--- src/rtl/axis_master_out.sv ---
// axis_master_out: AXI4-Stream transmit end of the accelerator.
// Result words from the output packers (no backpressure) are buffered in a
// circular FIFO of {last, data} entries and presented on M_AXIS_* through a
// single output register with a full TVALID/TREADY handshake.
// Build option: define AXIS_TX_STORE_FORWARD_EN to hold a frame back until
// its last word is buffered (or the FIFO fills); default is cut-through.
//
// state | meaning
// ------+-----------------------------------------------------
// IDLE  | output register empty, TVALID low
// SEND  | output register holds a beat, TVALID high until taken
module axis_master_out #(
  parameter int C_M_AXIS_TDATA_WIDTH = 32,
  parameter int FIFO_SIZE            = 16,
  parameter int BIT_NUM              = $clog2(FIFO_SIZE)
) (
  input  logic                              clk,
  input  logic                              rst,
  input  logic                              in_valid,
  input  logic [C_M_AXIS_TDATA_WIDTH-1:0]   in_data,
  input  logic                              in_last,
  input  logic                              axis_en,
  input  logic                              axis_clear,
  output logic                              M_AXIS_TVALID,
  output logic [C_M_AXIS_TDATA_WIDTH-1:0]   M_AXIS_TDATA,
  output logic [C_M_AXIS_TDATA_WIDTH/8-1:0] M_AXIS_TSTRB,
  output logic                              M_AXIS_TLAST,
  input  logic                              M_AXIS_TREADY,
  output logic [BIT_NUM:0]                  fifo_cnt,
  output logic                              fifo_full,
  output logic                              fifo_empty,
  output logic                              overflow,
  output logic                              frame_done
);

  localparam int W = C_M_AXIS_TDATA_WIDTH;

  typedef enum logic {IDLE = 1'b0, SEND = 1'b1} state_t;

  state_t             state_q, state_d;
  logic [W:0]         mem_q [FIFO_SIZE];
  logic [BIT_NUM-1:0] wr_ptr_q, rd_ptr_q;
  logic [BIT_NUM:0]   cnt_q, cnt_d;
  logic [W-1:0]       data_q;
  logic               last_q;
  logic               overflow_q;
  logic               frame_done_q;

  logic               write, load, handshake, tvalid, sf_ok;
  logic [W:0]         head;

  assign tvalid     = (state_q == SEND);
  assign fifo_full  = (cnt_q == (BIT_NUM+1)'(FIFO_SIZE));
  assign fifo_empty = (cnt_q == '0);
  assign head       = mem_q[rd_ptr_q];

  // fifo_full is the registered count, so a same-cycle pop never admits a write
  assign write     = in_valid & axis_en & ~fifo_full;
  assign handshake = tvalid & M_AXIS_TREADY;
  assign load      = axis_en & ~fifo_empty & (~tvalid | M_AXIS_TREADY) & sf_ok;
  assign cnt_d     = cnt_q + (BIT_NUM+1)'(write) - (BIT_NUM+1)'(load);

`ifdef AXIS_TX_STORE_FORWARD_EN
  logic [BIT_NUM:0] last_cnt_q;
  logic             frame_open_q;

  assign sf_ok = (last_cnt_q != '0) | fifo_full | frame_open_q;

  // Count buffered frame ends; track whether a frame has started streaming
  always_ff @(posedge clk) begin
    if (rst | axis_clear) begin
      last_cnt_q   <= '0;
      frame_open_q <= 1'b0;
    end else begin
      last_cnt_q <= last_cnt_q + (BIT_NUM+1)'(write & in_last)
                               - (BIT_NUM+1)'(load & head[W]);
      if (load) frame_open_q <= ~head[W];
    end
  end
`else
  assign sf_ok = 1'b1;
`endif

  // FIFO storage; entries need no reset since the count qualifies them
  always_ff @(posedge clk) begin
    if (write) mem_q[wr_ptr_q] <= {in_last, in_data};
  end

  // Pointers, count, output register and status flags
  always_ff @(posedge clk) begin
    if (rst | axis_clear) begin
      wr_ptr_q     <= '0;
      rd_ptr_q     <= '0;
      cnt_q        <= '0;
      data_q       <= '0;
      last_q       <= 1'b0;
      overflow_q   <= 1'b0;
      frame_done_q <= 1'b0;
    end else begin
      if (write) wr_ptr_q <= wr_ptr_q + 1'b1;
      if (load) begin
        rd_ptr_q <= rd_ptr_q + 1'b1;
        data_q   <= head[W-1:0];
        last_q   <= head[W];
      end
      cnt_q <= cnt_d;
      if (in_valid & axis_en & fifo_full) overflow_q <= 1'b1;
      frame_done_q <= handshake & last_q;
    end
  end

  // FSM state register
  always_ff @(posedge clk) begin
    if (rst | axis_clear) state_q <= IDLE;
    else                  state_q <= state_d;
  end

  // FSM next state: a beat is held until taken, refilled back-to-back on load
  always_comb begin
    state_d = state_q;
    case (state_q)
      IDLE:    if (load) state_d = SEND;
      SEND:    if (handshake) state_d = load ? SEND : IDLE;
      default: state_d = IDLE;
    endcase
  end

  assign M_AXIS_TVALID = tvalid;
  assign M_AXIS_TDATA  = data_q;
  assign M_AXIS_TLAST  = last_q;
  assign M_AXIS_TSTRB  = '1;
  assign fifo_cnt      = cnt_q;
  assign overflow      = overflow_q;
  assign frame_done    = frame_done_q;

endmodule

--- config.mk ---
export PLATFORM = sky130hd
export DESIGN_NAME = axis_master_out
export DESIGN_NICKNAME = d
export VERILOG_FILES = /design/src/rtl/axis_master_out.sv
export SDC_FILE = /design/constraint.sdc
export NUM_CORES = 1
export LEC_CHECK = 0
export CAP_MARGIN = 10
export CELL_PAD_IN_SITES_DETAIL_PLACEMENT = 1
export CELL_PAD_IN_SITES_GLOBAL_PLACEMENT = 2
export CORE_ASPECT_RATIO = 0.5
export CORE_UTILIZATION = 44
export DETAILED_ROUTE_END_ITERATION = 8
export PLACE_DENSITY = 0.77
export SYNTH_ARGS = -nofsm -noshare
export SYNTH_HDL_FRONTEND = slang
export SYNTH_SLANG_ARGS = --single-unit
--- constraint.sdc ---
create_clock -name clk -period 4.2 [get_ports clk]
set_input_delay 0.84 -clock clk [delete_from_list [all_inputs] [get_ports clk]]
set_output_delay 0.84 -clock clk [all_outputs]
set_load 0.01 [all_outputs]
======== Word-level counts from Yosys, hierarchy flattened ========
Memories as Yosys holds them, arrays and structs flattened. A register that Yosys moved wholly into a read port is not among the register bits.
Cells that the tools add are included.
word-level totals
  word-level logic and storage cells ...... 30
  memories kept ........................... 1
  memory bits (writable) .................. 528
  bits in registers ....................... 16
  input bits .............................. 39
  output and inout bits ................... 47
memory list
  name   depth  width  read ports  clocked after Yosys merged registers in  wr ports  RTL line  text
  mem_q  16     33     1           1                                        1         41        logic [W:0] mem_q [FIFO_SIZE];
operators by class
  add/subtract/negate cells ............... 4
  equal/unequal tests ..................... 1
  muxes and demuxes ....................... 5
  bitwise logic cells ..................... 12
  reductions and logical operators ........ 1
operators with widths
  operator                                      count
  adder 4 x 1 -> 4 bit (second input constant)  2
  AND 1 bit                                     7
  adder 5 x 1 -> 5 bit                          1
  equality test 5 bit (second input constant)   1
  zero test 5 bit                               1
  subtractor 5 x 1 -> 5 bit                     1
  2-to-1 mux 1 bit                              4
  NOT 1 bit                                     3
  bitwise OR 1 bit                              2
  case mux 1 bit (2 select lines)               1

======== Longest topological paths before layout ========
  word-level depth ........................ 7
  mapped depth ............................ 14
  gate-level depth less buffers ........... 13

======== Worst setup path after synthesis ========
No wires, ideal clock.
  path kind ............................... input port to flip-flop
  start ................................... input axis_en
  end ..................................... memory mem_q[0][0] (netlist name), enable pin
  data arrival time ....................... 3600 ps
  library setup time ...................... 464 ps
  path slack .............................. 136 ps
  cell stages on the path ................. 4
  path buffers ............................ 0
  path through ............................ nand2_1 nor2_1 nand2_1 nor3_1
on the way
  cells in the longest elaborated chain, start to end .. 4
RTL lines
  element                                 RTL line  text
  start: declaration                      22        input logic axis_en,
  AND 1 bit (2 in a row)                  58        assign write = in_valid & axis_en & ~fifo_full;
  2-to-1 mux 1 bit                        86        if (write) mem_q[wr_ptr_q] <= {in_last, in_data};
  2-to-1 mux 1 bit (not written as such)  86
  end: declaration                        41
No other way between the ends.

======== Worst setup path after layout ========
  start ................................... register cnt_q[3] (netlist: fifo_cnt[3])
  end ..................................... register cnt_q[4] (netlist: fifo_cnt[4])
on the way
  cells in the longest elaborated chain, start to end .. 5
RTL lines
  element                                                 RTL line  text
  start: declaration                                      43        logic [BIT_NUM:0] cnt_q, cnt_d;
  start signal: assignment                                106       cnt_q <= cnt_d;
  equality test 5 bit or zero test 5 bit (tied branches)  53, 54
  NOT 1 bit (on tied branches)                            58, 60
  AND 1 bit (on tied branches)                            58, 60
  adder 5 x 1 -> 5 bit or AND 1 bit (tied branches)       61, 60
  subtractor 5 x 1 -> 5 bit *                             61        assign cnt_d = cnt_q + (BIT_NUM+1)'(write) - (BIT_NUM+1)'(load);
Mark *: on every way between the ends. The rest lies on a longest branch, timed or not.
A chain may end at the register's enable or synchronous reset.

==> out/qor.yml <==
min_period_ns: 3.20
start_util_pct: 45.2
via_per_inst: 5.63
crit_chain: "inv_1 > ha_1 > or4b_4 > and3_1 > ha_1 > inv_1 > ha_1 > fa_1 > a21oi_1 > nor2_1 > or3_1 > a21oi_1"
clk_latency_ns: 0.59
synth_most_common_cell: "edfxtp_1"
fillers: 4236
ys_async_sr_fraction_pct: 0
syn_to_final_growth_pct: 16.4
multiInputGateArea_um2: 5170
root_buffer: "clkbuf_16"
max_slew.worst_pin.slew_ns: 1.02
powerDensity_nw_per_um2: 498
clkPwrFrac_pct: 38.3
synth.avg_cell_area_um2: 22.3
wirelength_um: 48600
ctsHoldBuffers: 0
setup_tns_ns: 0
place_congestion: 0.735
cap_violations: 0
layout_setup_ws_ns: 1.00
postCtsResizedCells: 0
grt_max_degree: 57
cts.clk_slew.worst_paths_ns: 0.07
p_total_mw: 12.9
preCtsSetupSlack_ns: 0.483
cts_tree: "yes"
critPathRequiredTime_ns: 4.71
cts_num_sinks: 577
final_antenna_net_count: 0
cts_inserted_buffers: 51
vias: 10200
io_buffers: 81
period_share_pct: 76.2
switching_share_pct: 22.5
synth_flop_cell: "edfxtp_1"
netlist_instances: 998
grt_pass1_vias: 11200
power_frac_seq_pct: 50.2
die_h_um: 161
dpl.hpwl_um: 26700
cts_setup_buffers: 0
die_w_um: 320
wl_per_cell_um: 26.9
synth.distinct_cells: 40
max-vdd-ir-drop_uv: 283
p_leak_nw: 7.82
utilization_pct: 52.6
cp_common_cell: "ha_1"
seqCellArea_um2: 16800
worstSetupPathType: "reg -> reg"
drv_slew: 0
p_sw_mw: 2.91
drc: 0
cp_slowest_cell: "or4b_4"
worst-path-max-fanout: 7
yosysSeqAreaShare_pct: 75.6
yosys_warnings: 0
synth.area.top_cells: "edfxtp_1 71%, mux4_2 13%, dfxtp_1 4.4%"
ios: 86
grt_remaining_overflow: 0
drtIter0Drc: 772
fp.dieArea_um2: 51500
max_slew_margin_pct: 31.9
cp.arrival_ns: 3.71
final_nets: 1165
synth_top_area_share_pct: 71.2
outcome: "finished, final reports clean"
internal_power_mw: 9.99
antenna_found_initial: 1
rsz0062_at_grt: "false"
first_pass_iters: 5
synth_commonest_cells: "528 x edfxtp_1, 132 x mux4_2, 67 x mux2i_1"
clock_path_buffers: 3
core_area_um2: 49200
htreeDepth: 2
synth_edf_count: 528
hold_path.class: "reg -> reg"
yosysTopAreaCell: "edfxtp_1"
holdWs_ns: 0.478
grt_pass1_wl_um: 73300
ys_ff_latch: 577
max_freq_ghz: 0.312
grt_use_total_pct: 19.4
netlist_area_um2: 22300
fin_skew_ns: 0.0118
cp-end-kind: "flip-flop"
core.rowCount: 57
setup_viol: 0
hold_violations: 0
share_comb_of_total_power_pct: 11.5
drive_above_1_share_pct: 28.0
slowest_delay_ns: 0.54
crit_path_start_kind: "flip-flop"
[power groups by stage]
stage          registers, mW  logic (mW)  clock network (mW)
2_1_floorplan           6.56        1.05                   0
3_3_place_gp            6.59        1.45                   0
3_5_place_dp            6.60        1.50                   0
4_1_cts                 6.48        1.51                5.03
5_1_grt                 6.49        1.60                5.23
6_report                6.47        1.48                4.94
[stage by stage]
stage | cell area [um2] | std cells
after global routing | 25900 | 1807
after detailed placement | 24100 | 1710
after CTS | 25900 | 1806
after floorplan | 22300 | 1001
after global placement | 24100 | 1710
final | 25900 | 1807
[layout by cell type (no fill, tap or decap), types with 6 or more instances in the layout]
cell             netlist  final
buf_12                 0     14
inv_1                  9      9
o2bb2a_4              19     19
buf_4                 12     22
o2bb2a_1              13     13
clkinv_2               0     12
o21ai_2               30     30
nor2_1                26     14
mux2i_1               67     67
clkbuf_16              0     53
edfxtp_1             528    528
clkbuf_8               0     10
bufinv_16              0      6
clkdlybuf4s50_1        0     81
ha_1                  11     11
nor2_4                 0     12
dfxtp_1               49     46
a21oi_1                6      6
clkbuf_1              19      9
nand2_1                7      7
mux4_2               132    132
[worst paths after layout]
path              cells past startpoint     endpoint         from  slack (ns)
setup / recovery                     12  fifo_cnt[4]  fifo_cnt[3]         1.0
hold / removal                        2     overflow     overflow        0.48
setup reg to reg                     12  fifo_cnt[4]  fifo_cnt[3]         1.0
hold reg to reg                       2     overflow     overflow        0.48
[registers in the layout (all words and copies together), names as in the netlist, 4 cells and up]
name          count
mem_q           528
fifo_cnt          5
wr_ptr_q          4
rd_ptr_q          4
M_AXIS_TDATA     32
[routing by layer]
metal,share of wire [%],GRT usage (%)
met1,43,26.7
met2,51,33.3
met3,4.7,2.81
met4,1.4,3.89
met5,0,0
[layout make-up]
cell class | count | share of cell area, %
timing repair buffer | 117 | 4.85
sequential | 577 | 65.0
antenna | 1 | 0.00966
clock inverter | 24 | 1.09
inverter | 9 | 0.130
clock buffer | 72 | 5.78
tap | 649 | 3.13
multi-input combinational | 358 | 20.0
[critical path: cells and delay by family (launching register included)]
family,cells,cell delay [ns]
AO/OA/AOI/OAI,2,0.32
adder cells (fa/ha/maj),4,1.12
buffers and inverters,2,0.12
flip-flops,1,0.33
AND/OR/NAND/NOR,4,1.23
[kinds of logic after synthesis]
| logic type | after synthesis | synth area share (%) |
|---|---|---|
| simple gates | 58 | 1.35 |
| other cells | 1 | 0.0168 |
| flops | 577 | 75.6 |
| xor+xnor | 9 | 0.354 |
| buf+inv | 66 | 1.68 |
| fa+ha+maj | 12 | 0.708 |
| compound gates | 76 | 3.89 |
| mux | 199 | 16.4 |
Note: power is estimated with default switching activity, not from simulation.
